<file path="src/rtl/mips150_io_pkg.sv">
// Shared constants and types for the MIPS150 memory-mapped I/O controller.
package mips150_io_pkg;

  // Word offsets decoded from io_addr[5:2]
  localparam logic [3:0] OFF_TX_STATUS = 4'h0;
  localparam logic [3:0] OFF_RX_STATUS = 4'h1;
  localparam logic [3:0] OFF_TX_DATA   = 4'h2;
  localparam logic [3:0] OFF_RX_DATA   = 4'h3;
  localparam logic [3:0] OFF_CYCLES    = 4'h4;

  typedef enum logic [1:0] {TX_IDLE, TX_START, TX_DATA, TX_STOP} txState_t;
  typedef enum logic [1:0] {RX_IDLE, RX_START, RX_DATA, RX_STOP} rxState_t;

  function automatic int unsigned baudCntWidth(input int unsigned cycles);
    return (cycles <= 1) ? 1 : $clog2(cycles);
  endfunction

endpackage

</file>
<file path="src/rtl/mips150_io_ctrl_if.sv">
// X-stage IO store/load strobes from the core and the registered M-stage load data.
interface mips150_io_ctrl_if;
  logic [3:0]  io_we;
  logic        io_re;
  logic [31:0] io_addr;
  logic [31:0] io_wdata;
  logic [31:0] io_rdata;

  modport master (output io_we, io_re, io_addr, io_wdata, input io_rdata);
  modport slave  (input io_we, io_re, io_addr, io_wdata, output io_rdata);
endinterface

</file>
<file path="src/rtl/mips150_io_ctrl_uart.sv">
// Full-duplex 8N1 UART: TX/RX state machines, RX synchroniser and a one-byte RX buffer.
module io_uart
  import mips150_io_pkg::*;
#(
  parameter int unsigned SYMBOL_EDGE_TIME = 10
) (
  input  logic       clk,
  input  logic       rst,
  input  logic       tx_valid,
  input  logic [7:0] tx_data,
  output logic       tx_ready,
  output logic       serial_out,
  input  logic       serial_in,
  output logic       rx_valid,
  output logic [7:0] rx_data,
  input  logic       rx_pop,
  output logic       rx_overrun
);

  localparam int unsigned BAUD_W = baudCntWidth(SYMBOL_EDGE_TIME);
  localparam logic [BAUD_W-1:0] BAUD_LAST = BAUD_W'(SYMBOL_EDGE_TIME - 1);
  localparam logic [BAUD_W-1:0] BAUD_HALF = BAUD_W'(SYMBOL_EDGE_TIME / 2 - 1);

  txState_t          txState, txStateNext;
  logic [BAUD_W-1:0] txBaud, txBaudNext;
  logic [2:0]        txBit, txBitNext;
  logic [7:0]        txShift, txShiftNext;
  logic              serialOutNext;

  rxState_t          rxState, rxStateNext;
  logic [BAUD_W-1:0] rxBaud, rxBaudNext;
  logic [2:0]        rxBit, rxBitNext;
  logic [7:0]        rxShift, rxShiftNext;
  logic [1:0]        rxSync;
  logic              rxPrev;
  logic              rxd;
  logic              rxDone_c;
  logic [7:0]        rxByte, rxByteNext;
  logic              rxValid, rxValidNext;
  logic              rxOverrun, rxOverrunNext;

  assign rxd        = rxSync[1];
  assign tx_ready   = (txState == TX_IDLE);
  assign rx_valid   = rxValid;
  assign rx_data    = rxByte;
  assign rx_overrun = rxOverrun;

  always_ff @(posedge clk or posedge rst) begin
    if (rst) begin
      txState    <= TX_IDLE;
      txBaud     <= '0;
      txBit      <= '0;
      txShift    <= '0;
      serial_out <= 1'b1;
      rxState    <= RX_IDLE;
      rxBaud     <= '0;
      rxBit      <= '0;
      rxShift    <= '0;
      rxSync     <= 2'b11;
      rxPrev     <= 1'b1;
      rxByte     <= '0;
      rxValid    <= 1'b0;
      rxOverrun  <= 1'b0;
    end else begin
      txState    <= txStateNext;
      txBaud     <= txBaudNext;
      txBit      <= txBitNext;
      txShift    <= txShiftNext;
      serial_out <= serialOutNext;
      rxState    <= rxStateNext;
      rxBaud     <= rxBaudNext;
      rxBit      <= rxBitNext;
      rxShift    <= rxShiftNext;
      rxSync     <= {rxSync[0], serial_in};
      rxPrev     <= rxd;
      rxByte     <= rxByteNext;
      rxValid    <= rxValidNext;
      rxOverrun  <= rxOverrunNext;
    end
  end

  // serial_out is registered from the current state, so the line trails the state by one cycle
  always_comb begin
    txStateNext   = txState;
    txBaudNext    = txBaud;
    txBitNext     = txBit;
    txShiftNext   = txShift;
    serialOutNext = 1'b1;
    case (txState)
      TX_IDLE: begin
        if (tx_valid) begin
          txStateNext = TX_START;
          txBaudNext  = '0;
          txBitNext   = '0;
          txShiftNext = tx_data;
        end
      end
      TX_START: begin
        serialOutNext = 1'b0;
        if (txBaud == BAUD_LAST) begin
          txBaudNext  = '0;
          txStateNext = TX_DATA;
        end else begin
          txBaudNext = txBaud + BAUD_W'(1);
        end
      end
      TX_DATA: begin
        serialOutNext = txShift[txBit];
        if (txBaud == BAUD_LAST) begin
          txBaudNext = '0;
          if (txBit == 3'd7) txStateNext = TX_STOP;
          else               txBitNext   = txBit + 3'd1;
        end else begin
          txBaudNext = txBaud + BAUD_W'(1);
        end
      end
      TX_STOP: begin
        if (txBaud == BAUD_LAST) begin
          txBaudNext  = '0;
          txStateNext = TX_IDLE;
        end else begin
          txBaudNext = txBaud + BAUD_W'(1);
        end
      end
      default: txStateNext = TX_IDLE;
    endcase
  end

  // Start bit is re-checked at half a bit; data and stop are sampled a full bit apart
  always_comb begin
    rxStateNext = rxState;
    rxBaudNext  = rxBaud;
    rxBitNext   = rxBit;
    rxShiftNext = rxShift;
    rxDone_c    = 1'b0;
    case (rxState)
      RX_IDLE: begin
        if (rxPrev && !rxd) begin
          rxStateNext = RX_START;
          rxBaudNext  = '0;
        end
      end
      RX_START: begin
        if (rxBaud == BAUD_HALF) begin
          rxBaudNext  = '0;
          rxBitNext   = '0;
          rxStateNext = rxd ? RX_IDLE : RX_DATA;
        end else begin
          rxBaudNext = rxBaud + BAUD_W'(1);
        end
      end
      RX_DATA: begin
        if (rxBaud == BAUD_LAST) begin
          rxBaudNext  = '0;
          rxShiftNext = {rxd, rxShift[7:1]};
          if (rxBit == 3'd7) rxStateNext = RX_STOP;
          else               rxBitNext   = rxBit + 3'd1;
        end else begin
          rxBaudNext = rxBaud + BAUD_W'(1);
        end
      end
      RX_STOP: begin
        if (rxBaud == BAUD_LAST) begin
          rxBaudNext  = '0;
          rxStateNext = RX_IDLE;
          rxDone_c    = rxd;
        end else begin
          rxBaudNext = rxBaud + BAUD_W'(1);
        end
      end
      default: rxStateNext = RX_IDLE;
    endcase
  end

  // A pop coinciding with completion keeps the new byte valid but clears any overrun
  always_comb begin
    rxByteNext    = rxByte;
    rxValidNext   = rxValid;
    rxOverrunNext = rxOverrun;
    if (rxDone_c) begin
      rxByteNext    = rxShift;
      rxValidNext   = 1'b1;
      rxOverrunNext = rx_pop ? 1'b0 : (rxOverrun | rxValid);
    end else if (rx_pop) begin
      rxValidNext   = 1'b0;
      rxOverrunNext = 1'b0;
    end
  end

endmodule

</file>
<file path="src/rtl/mips150_io_ctrl.sv">
// MIPS150 IO region: address decode, UART register file, cycle counter and registered load mux.
module mips150_io_ctrl
  import mips150_io_pkg::*;
#(
  parameter int unsigned CLOCK_FREQ = 50_000_000,
  parameter int unsigned BAUD_RATE  = 115_200
) (
  input  logic               clk,
  input  logic               rst,
  mips150_io_ctrl_if.slave   bus,
  input  logic               serial_in,
  output logic               serial_out
);

  localparam int unsigned SYMBOL_EDGE_TIME = CLOCK_FREQ / BAUD_RATE;

  logic [3:0]  off;
  logic        wr;
  logic        txValid_c;
  logic        txReady;
  logic        rxValid;
  logic        rxOverrun;
  logic [7:0]  rxData;
  logic        rxPop_c;
  logic        cntClr_c;
  logic [31:0] cycleCount;
  logic [31:0] rdataNext;
  logic        unusedBits;

  assign off       = bus.io_addr[5:2];
  assign wr        = |bus.io_we;
  assign txValid_c = wr && (off == OFF_TX_DATA);
  assign cntClr_c  = wr && (off == OFF_CYCLES);
  assign rxPop_c   = bus.io_re && (off == OFF_RX_DATA);
  assign unusedBits = ^{bus.io_addr[31:6], bus.io_addr[1:0], bus.io_wdata[31:8]};

  io_uart #(
    .SYMBOL_EDGE_TIME(SYMBOL_EDGE_TIME)
  ) uart (
    .clk        (clk),
    .rst        (rst),
    .tx_valid   (txValid_c),
    .tx_data    (bus.io_wdata[7:0]),
    .tx_ready   (txReady),
    .serial_out (serial_out),
    .serial_in  (serial_in),
    .rx_valid   (rxValid),
    .rx_data    (rxData),
    .rx_pop     (rxPop_c),
    .rx_overrun (rxOverrun)
  );

  // Free-running counter; a write in the same cycle wins over the increment
  always_ff @(posedge clk or posedge rst) begin
    if (rst)           cycleCount <= '0;
    else if (cntClr_c) cycleCount <= '0;
    else               cycleCount <= cycleCount + 32'd1;
  end

  always_comb begin
    rdataNext = '0;
    case (off)
      OFF_TX_STATUS: rdataNext = {31'd0, txReady};
      OFF_RX_STATUS: rdataNext = {30'd0, rxOverrun, rxValid};
      OFF_RX_DATA:   rdataNext = {24'd0, rxData};
      OFF_CYCLES:    rdataNext = cycleCount;
      default:       rdataNext = '0;
    endcase
  end

  // Load data only updates on a load so the M stage sees a stable value otherwise
  always_ff @(posedge clk or posedge rst) begin
    if (rst)             bus.io_rdata <= '0;
    else if (bus.io_re)  bus.io_rdata <= rdataNext;
  end

endmodule

</file>
<file path="src/flat_wrapper.sv">
// flat-port wrapper written by rule: the top's interface ports become plain ports
module mips150_io_ctrl_flat import mips150_io_pkg::*;
#(
  parameter int unsigned CLOCK_FREQ = 50_000_000,
  parameter int unsigned BAUD_RATE  = 115_200
)
  (clk, rst, serial_in, serial_out, bus_io_we, bus_io_re, bus_io_addr, bus_io_wdata, bus_io_rdata);
  mips150_io_ctrl_if bus_i ();
  input  logic clk;
  input  logic rst;
  input  logic serial_in;
  output logic serial_out;
  input wire logic [$bits(bus_i.io_we)-1:0] bus_io_we;
  input wire logic [$bits(bus_i.io_re)-1:0] bus_io_re;
  input wire logic [$bits(bus_i.io_addr)-1:0] bus_io_addr;
  input wire logic [$bits(bus_i.io_wdata)-1:0] bus_io_wdata;
  output wire logic [$bits(bus_i.io_rdata)-1:0] bus_io_rdata;
  assign bus_i.io_we = bus_io_we;
  assign bus_i.io_re = bus_io_re;
  assign bus_i.io_addr = bus_io_addr;
  assign bus_i.io_wdata = bus_io_wdata;
  assign bus_io_rdata = bus_i.io_rdata;
  mips150_io_ctrl #(.CLOCK_FREQ(CLOCK_FREQ), .BAUD_RATE(BAUD_RATE)) u_core (.clk(clk), .rst(rst), .bus(bus_i), .serial_in(serial_in), .serial_out(serial_out));
endmodule
</file>
<file path="config.mk">
export PLATFORM = sky130hd
export DESIGN_NAME = mips150_io_ctrl_flat
export DESIGN_NICKNAME = d
export VERILOG_FILES = /design/src/rtl/mips150_io_pkg.sv /design/src/rtl/mips150_io_ctrl_if.sv /design/src/rtl/mips150_io_ctrl_uart.sv /design/src/rtl/mips150_io_ctrl.sv /design/src/flat_wrapper.sv
export SDC_FILE = /design/constraint.sdc
export NUM_CORES = 1
export LEC_CHECK = 0
export CAP_MARGIN = 20
export CELL_PAD_IN_SITES_DETAIL_PLACEMENT = 0
export CELL_PAD_IN_SITES_GLOBAL_PLACEMENT = 1
export CORE_MARGIN = 2
export CORE_UTILIZATION = 41
export CTS_CLUSTER_SIZE = 25
export DETAILED_ROUTE_END_ITERATION = 7
export GPL_TIMING_DRIVEN = 0
export PLACE_DENSITY_LB_ADDON = 0.05
export SLEW_MARGIN = 15
export SYNTH_ARGS = -nofsm -noshare
export SYNTH_HDL_FRONTEND = slang
export SYNTH_SLANG_ARGS = --single-unit
</file>
<file path="constraint.sdc">
create_clock -name clk -period 5.1 [get_ports clk]
set_clock_uncertainty 0.1 [all_clocks]
set_input_delay 1.275 -clock clk [delete_from_list [all_inputs] [get_ports clk]]
set_output_delay 1.275 -clock clk [all_outputs]
set_load 0.05 [all_outputs]
</file>
# Yosys cells after proc, flatten, opt, wreduce, memory -nomap -nowiden
# Index checks and enable logic that the tools add are counted.
dict set report totals {
  regBits 122
  out_inout_bits 33
  wordCells 109
}
dict set report op_classes {
  add_sub_neg 5
  magnitude_cmp 1
  n_eq_ne 27
  n_mux 39
  bitwise 1
  n_reduce_logical 20
}
# cell n
set op_table {}
lappend op_table {{case mux 32 bit (4 select lines)} 1}
lappend op_table {{2-to-1 mux 9 bit} 5}
lappend op_table {{adder 32 x 1 -> 32 bit, second input constant} 1}
lappend op_table {{2-to-1 mux 32 bit} 1}
lappend op_table {{case mux 9 bit (3 select lines)} 1}
lappend op_table {{2-to-1 mux 2 bit} 11}
lappend op_table {{inequality test 2 bit, second input constant} 11}
lappend op_table {{adder 9 x 1 -> 9 bit, second input constant} 2}
lappend op_table {{equality test 9 bit, second input constant} 2}
lappend op_table {{2-to-1 mux 3 bit} 6}
lappend op_table {{case mux 9 bit (2 select lines)} 1}
lappend op_table {{case mux 2 bit (4 select lines)} 2}
lappend op_table {{case mux 3 bit (2 select lines)} 2}
lappend op_table {{AND reduction 5 bit} 2}
lappend op_table {{equality test 9 x 8 -> 1 bit, second input constant} 1}
lappend op_table {{equality test 2 bit, second input constant} 4}
lappend op_table {{equality test 4 x 2 -> 1 bit, second input constant} 2}
lappend op_table {{AND reduction 4 bit} 2}
lappend op_table {{2-to-1 mux 1 bit} 7}
lappend op_table {{adder 3 x 1 -> 3 bit, second input constant} 2}
lappend op_table {{equality test 3 bit, second input constant} 2}
lappend op_table {{nonzero test 2 bit} 3}
lappend op_table {{equality test 2 x 1 -> 1 bit, second input constant} 2}
lappend op_table {{equality test 4 x 1 -> 1 bit, second input constant} 1}
lappend op_table {{14 further kinds} 19}

# Depth between registers and ports, before layout
dict set report depth {
  ltp_word 4
  depth_mapped 7
  mapped_depth_nobuf 6
}

# By module
# From an unflattened synthesis, not the netlist that was laid out.
dict set report hier_totals {
  cells_unflattened 579
  hier_area_um2 5950.7
}
# mod instances cells_per_inst area_per_inst_um2
set modules_own_cells {}
lappend modules_own_cells {mips150_io_ctrl 1 328 3054.2}
lappend modules_own_cells {io_uart 1 251 2896.5}

# Least setup slack after synthesis
# No wires, ideal clock.
dict set report synth_timing {
  path_type {input to register}
  start {input port bus_io_we[1]}
  end {register u_core.uart.txState[1]}
  setup_time_ns 0.125
  arrival_time_ns 2.669
  required_ns 4.875
  path_slack_ns 2.206
  cell_stages 5
  path_buffers 1
  path_cell_list {or4_1 a31oi_1 clkbuf_1 a211oi_1 mux2_2}
}
dict set report synth_between {
  elab_chain_cells 4
}
# element line_no
set synth_rtl {}
lappend synth_rtl {{start, declared} flat_wrapper.sv:13} ;# input wire logic [$bits(bus_i.io_we)-1:0] bus_io_we;
lappend synth_rtl {{OR reduction 4 bit} mips150_io_ctrl.sv:31} ;# assign wr = |bus.io_we;
lappend synth_rtl {{logical AND 1 bit} mips150_io_ctrl.sv:32} ;# assign txValid_c = wr && (off == OFF_TX_DATA);
lappend synth_rtl {{inequality test 2 x 1 -> 1 bit (no line)} n/a}
lappend synth_rtl {{AND reduction 5 bit (no line)} n/a}
lappend synth_rtl {{end signal, assigned} mips150_io_ctrl_uart.sv:65} ;# txState <= txStateNext;
lappend synth_rtl {{end, declared} mips150_io_ctrl_uart.sv:24} ;# txState_t txState, txStateNext;
# Every way passes these cells.
# A chain may end at the register's enable or synchronous reset.

# Final worst setup path
dict set report layout_timing {
  start {input port bus_io_addr[3]}
  end {register u_core.cycleCount[2]}
}
dict set report layout_between {
  elab_chain_cells 3
}
# element line_no
set layout_rtl {}
lappend layout_rtl {{start, declared} flat_wrapper.sv:15} ;# input wire logic [$bits(bus_i.io_addr)-1:0] bus_io_addr;
lappend layout_rtl {{equality test 4 x 3 -> 1 bit} mips150_io_ctrl.sv:33} ;# assign cntClr_c = wr && (off == OFF_CYCLES);
lappend layout_rtl {{logical AND 1 bit} mips150_io_ctrl.sv:33}
lappend layout_rtl {{2-to-1 mux 32 bit} mips150_io_ctrl.sv:56} ;# else if (cntClr_c) cycleCount <= '0;
lappend layout_rtl {{end signal, assigned} mips150_io_ctrl.sv:57} ;# else cycleCount <= cycleCount + 32'd1;
lappend layout_rtl {{end, declared} mips150_io_ctrl.sv:26} ;# logic [31:0] cycleCount;
# Every way passes these cells.

==> run summary <==
The signal on the critical path passes through clkdlybuf4s50_1 -> nor4b_1 -> and2_1 -> clkbuf_1 -> clkbuf_1 -> nor2_1. The slack of the critical path was 1.44 ns. In this run the vertical extent of the chip is 124 um. Among all flip-flop cells after synthesis, the most frequent one is sky130_fd_sc_hd__dfrtp_1. The congestion estimate from routability-driven global placement came to 0.788. TritonCTS built the clock tree. For flop-to-flop paths, the worst setup slack is 2.67 ns.

The fraction of synthesis flops using an asynchronous set or reset pin was 1.00; the instance count of the mapped netlist was 590. The power density over cell area was 396 nW/um^2. For the number of global-route vias before repair, the log shows 4513.

The number of nets with antenna violations after detailed routing was 0. The library cell used most frequently in the layout, excluding fill and tap cells, is sky130_fd_sc_hd__dfrtp_1. Cell with the most instances on the worst path: sky130_fd_sc_hd__clkbuf_1. The number of nets in the layout was 748; the number of levels the H-tree was split into was 4.

For the number of iterations in the first detailed-routing pass, the log shows 4. The global-route usage over all layers was 0.180; the number of buffer cells added on primary ports was 52. The detailed router finished its first iteration with 265 violations.

Counting flops and latches in the post-synthesis netlist gives 122. For the pin with the worst max-slew slack, the measured transition is 1.02 ns. After clock tree synthesis, the repair step resized 0 gates. The number of synthesized flops with an enable pin was 0. The number of nets in the synthesized netlist is 676. The logs give 14000 um^2 for the area of the core and 0.959 ns for the worst slack at placement. The number of antenna violations at the first check in global routing was 0; the share of post-route cells with drive strength above 1 was 0.110. For this run the aggregate overflow at the end of global routing stands at 0.

The first global-routing pass estimated 22600 um of wire. Number of placed instances, taps included: 823. For the worst setup path, the data required time is 5.27 ns. The run gives 855 as the non-filler instance count after layout. The area growth from synthesis to layout is 21.9%. After detailed routing, the number of vias per cell comes to 5.27. The maximum fanout count along the critical path was 10; the headroom to the max-slew limit was 0.312. Family with the most delay on the worst path: buffers and inverters. The cell at the root of the clock tree is sky130_fd_sc_hd__clkbuf_16. Sort of element at the end of the critical path: a flop. The number of setup buffers added after CTS is 0. For the worst setup path, the data arrival time is 3.83 ns. The residual DRC count is 0, and the starting density of the core is 0.424.

The run gives 9120 um as the sum of net half-perimeters after detailed placement. The minimum period implied by the final worst setup slack was 3.66 ns; the area enclosed by the die boundary was 15400 um^2. The pin count of the biggest net entering global routing was 75; the hold buffer count at CTS was 0. The logs give 2.99 nW for the leakage component of the power and 5930 um^2 for the netlist area before placement. The clock input transition at the sequential cells of the worst setup and hold paths is 0.05 ns, and the number of buffers and inverters on the critical path is 3. Clock latency on the worst-skew pair, taken at its later pin, is 0.41 ns. The highest cell delay on the worst timing path was 0.93 ns.

For this design, the sink count on the clock tree is 122. The logs give 0 for the final number of hold-violating endpoints and 0 for the count of final setup violators. The max-capacitance violation count is 0, and the total number of vias is 4509. The tools report the number of distinct library cells after synthesis as 48. The critical path is of the in2reg type.

The number of buffers created by CTS was 17; the fmax was 0.273 GHz. The total of warnings raised by yosys was 0. The worst setup path is launched from an input pin.

The maximum vdd drop was 260 uV; the average instance area after synthesis was 10.0 um^2. Ratio of final minimum period to clock period: 0.718. The slowest stage of the critical path is the sky130_fd_sc_hd__nor4b_1 cell. Counting along the longest clock path gives a buffer depth of 2. For this block, the routed nets add up to 13200 um of wire. After floorplanning, the core was divided into 43 placement rows. For this design the top-level I/O count stands at 105. The count of pins over their slew limit is 0. The library cells used most frequently in the layout, excluding fill and tap cells, are sky130_fd_sc_hd__dfrtp_1 (118), sky130_fd_sc_hd__inv_1 (58), sky130_fd_sc_hd__clkdlybuf4s50_1 (52).

Setup repair after global routing left no endpoint under its margin. Dividing the detail-routed wire length by the instance count gives 15.4 um. The part of the Yosys area used for sequential elements is 0.516. The flow ran to the end, and the final reports show no timing, DRC or antenna violations. Floorplan die width: 124 um. Smallest hold slack: 0.254 ns. The min-delay analysis places its worst path in the category reg2reg. The repair_antennas step left the layout with diodes totalling 0.
power by group:
group          internal [mW]  total (mW)  switching, mW
clock                  0.637        1.05          0.417
sequential              1.11        1.27          0.166
combinational          0.247       0.533          0.285
worst paths after layout:
path,start,end,cells after the start
worst max-delay path,bus_io_addr[3],u_core.cycleCount[2],6
worst min-delay path,u_core.uart.rxSync[0],u_core.uart.rxSync[1],0
worst max register to register,u_core.cycleCount[0],u_core.cycleCount[14],7
worst min register to register,u_core.uart.rxSync[0],u_core.uart.rxSync[1],0
max in group asynchronous,rst,u_core.bus.io_rdata[12],3
min in group asynchronous,rst,u_core.uart.rxState[0],2
cell type report:
class,count,area (um^2)
Buffer,27,104
Timing Repair Buffer,53,548
Inverter,59,226
Tap cell,180,225
Clock inverter,10,52.6
Sequential cell,122,3060
Clock buffer,22,464
Multi-Input combinational cell,382,2540
Fill cell,1301,6770
flip-flops by register name, summed over array words and instances (netlist names), 3 cells and up, named ones only:
name,cells
u_core.bus.io_rdata,32
u_core.cycleCount,32
u_core.uart.rxBaud,9
u_core.uart.txBaud,9
u_core.uart.rxShift,8
u_core.uart.rx_data,8
u_core.uart.txShift,8
u_core.uart.rxBit,3
u_core.uart.txBit,3
logic make-up after synthesis:
family	after synthesis	share of synthesized area
adders and majority gates	14	0.0296
buffers and inverters	86	0.0549
and+or+nand+nor	193	0.176
AOI/OAI and AO/OA	114	0.114
DFF	122	0.516
xor gates and xnor gates	16	0.0236
muxes	45	0.0864
layer usage:
metal | global-route usage | part of all wire | vias to the layer above
li1 | - | - | 2228
met2 | 0.283 | 0.46 | 56
met5 | 0 | 0 | -
met1 | 0.248 | 0.50 | 2216
met3 | 0.0400 | 0.029 | 9
met4 | 0.0608 | 0.0087 | 0
synthesized netlist by cell type (3+ instances only):
cell,count,area [um^2]
sky130_fd_sc_hd__dfrtp_1,118,2950
sky130_fd_sc_hd__inv_1,59,221
sky130_fd_sc_hd__nand2_1,49,184
sky130_fd_sc_hd__o21ai_0,45,225
sky130_fd_sc_hd__nand3_1,43,215
sky130_fd_sc_hd__mux2_2,29,327
sky130_fd_sc_hd__clkbuf_1,25,93.8
sky130_fd_sc_hd__a21oi_1,24,120
sky130_fd_sc_hd__nor2_1,21,78.8
sky130_fd_sc_hd__o22ai_1,15,93.8
sky130_fd_sc_hd__ha_1,14,175
sky130_fd_sc_hd__mux2i_1,14,140
sky130_fd_sc_hd__xnor2_1,13,114
sky130_fd_sc_hd__nor3_1,11,55.1
sky130_fd_sc_hd__nor4_1,10,62.6
sky130_fd_sc_hd__or4_1,10,75.1
sky130_fd_sc_hd__nand2b_1,8,50.1
sky130_fd_sc_hd__o31ai_1,8,60.1
sky130_fd_sc_hd__nand4_1,7,43.8
sky130_fd_sc_hd__a22oi_1,6,45.0
sky130_fd_sc_hd__and2_1,4,25.0
sky130_fd_sc_hd__and3_1,4,25.0
sky130_fd_sc_hd__dfstp_2,4,105
sky130_fd_sc_hd__nor2b_1,4,25.0
sky130_fd_sc_hd__or3_1,4,25.0
sky130_fd_sc_hd__a211oi_1,3,22.5
sky130_fd_sc_hd__and4b_1,3,30.0
sky130_fd_sc_hd__or2_2,3,18.8
sky130_fd_sc_hd__xor2_1,3,26.3
through the flow:
stage	util	area [um^2]	TNS (ns)	power, mW
floorplan	-	5930	0	1.66
global placement	0.477	6670	-166.31	1.80
detailed placement	0.479	6700	0	1.83
CTS	0.516	7220	0	2.90
global route	0.516	7220	0	3.04
finish	0.516	7220	0	2.86
No activity file was read; power rests on OpenSTA's default activity.
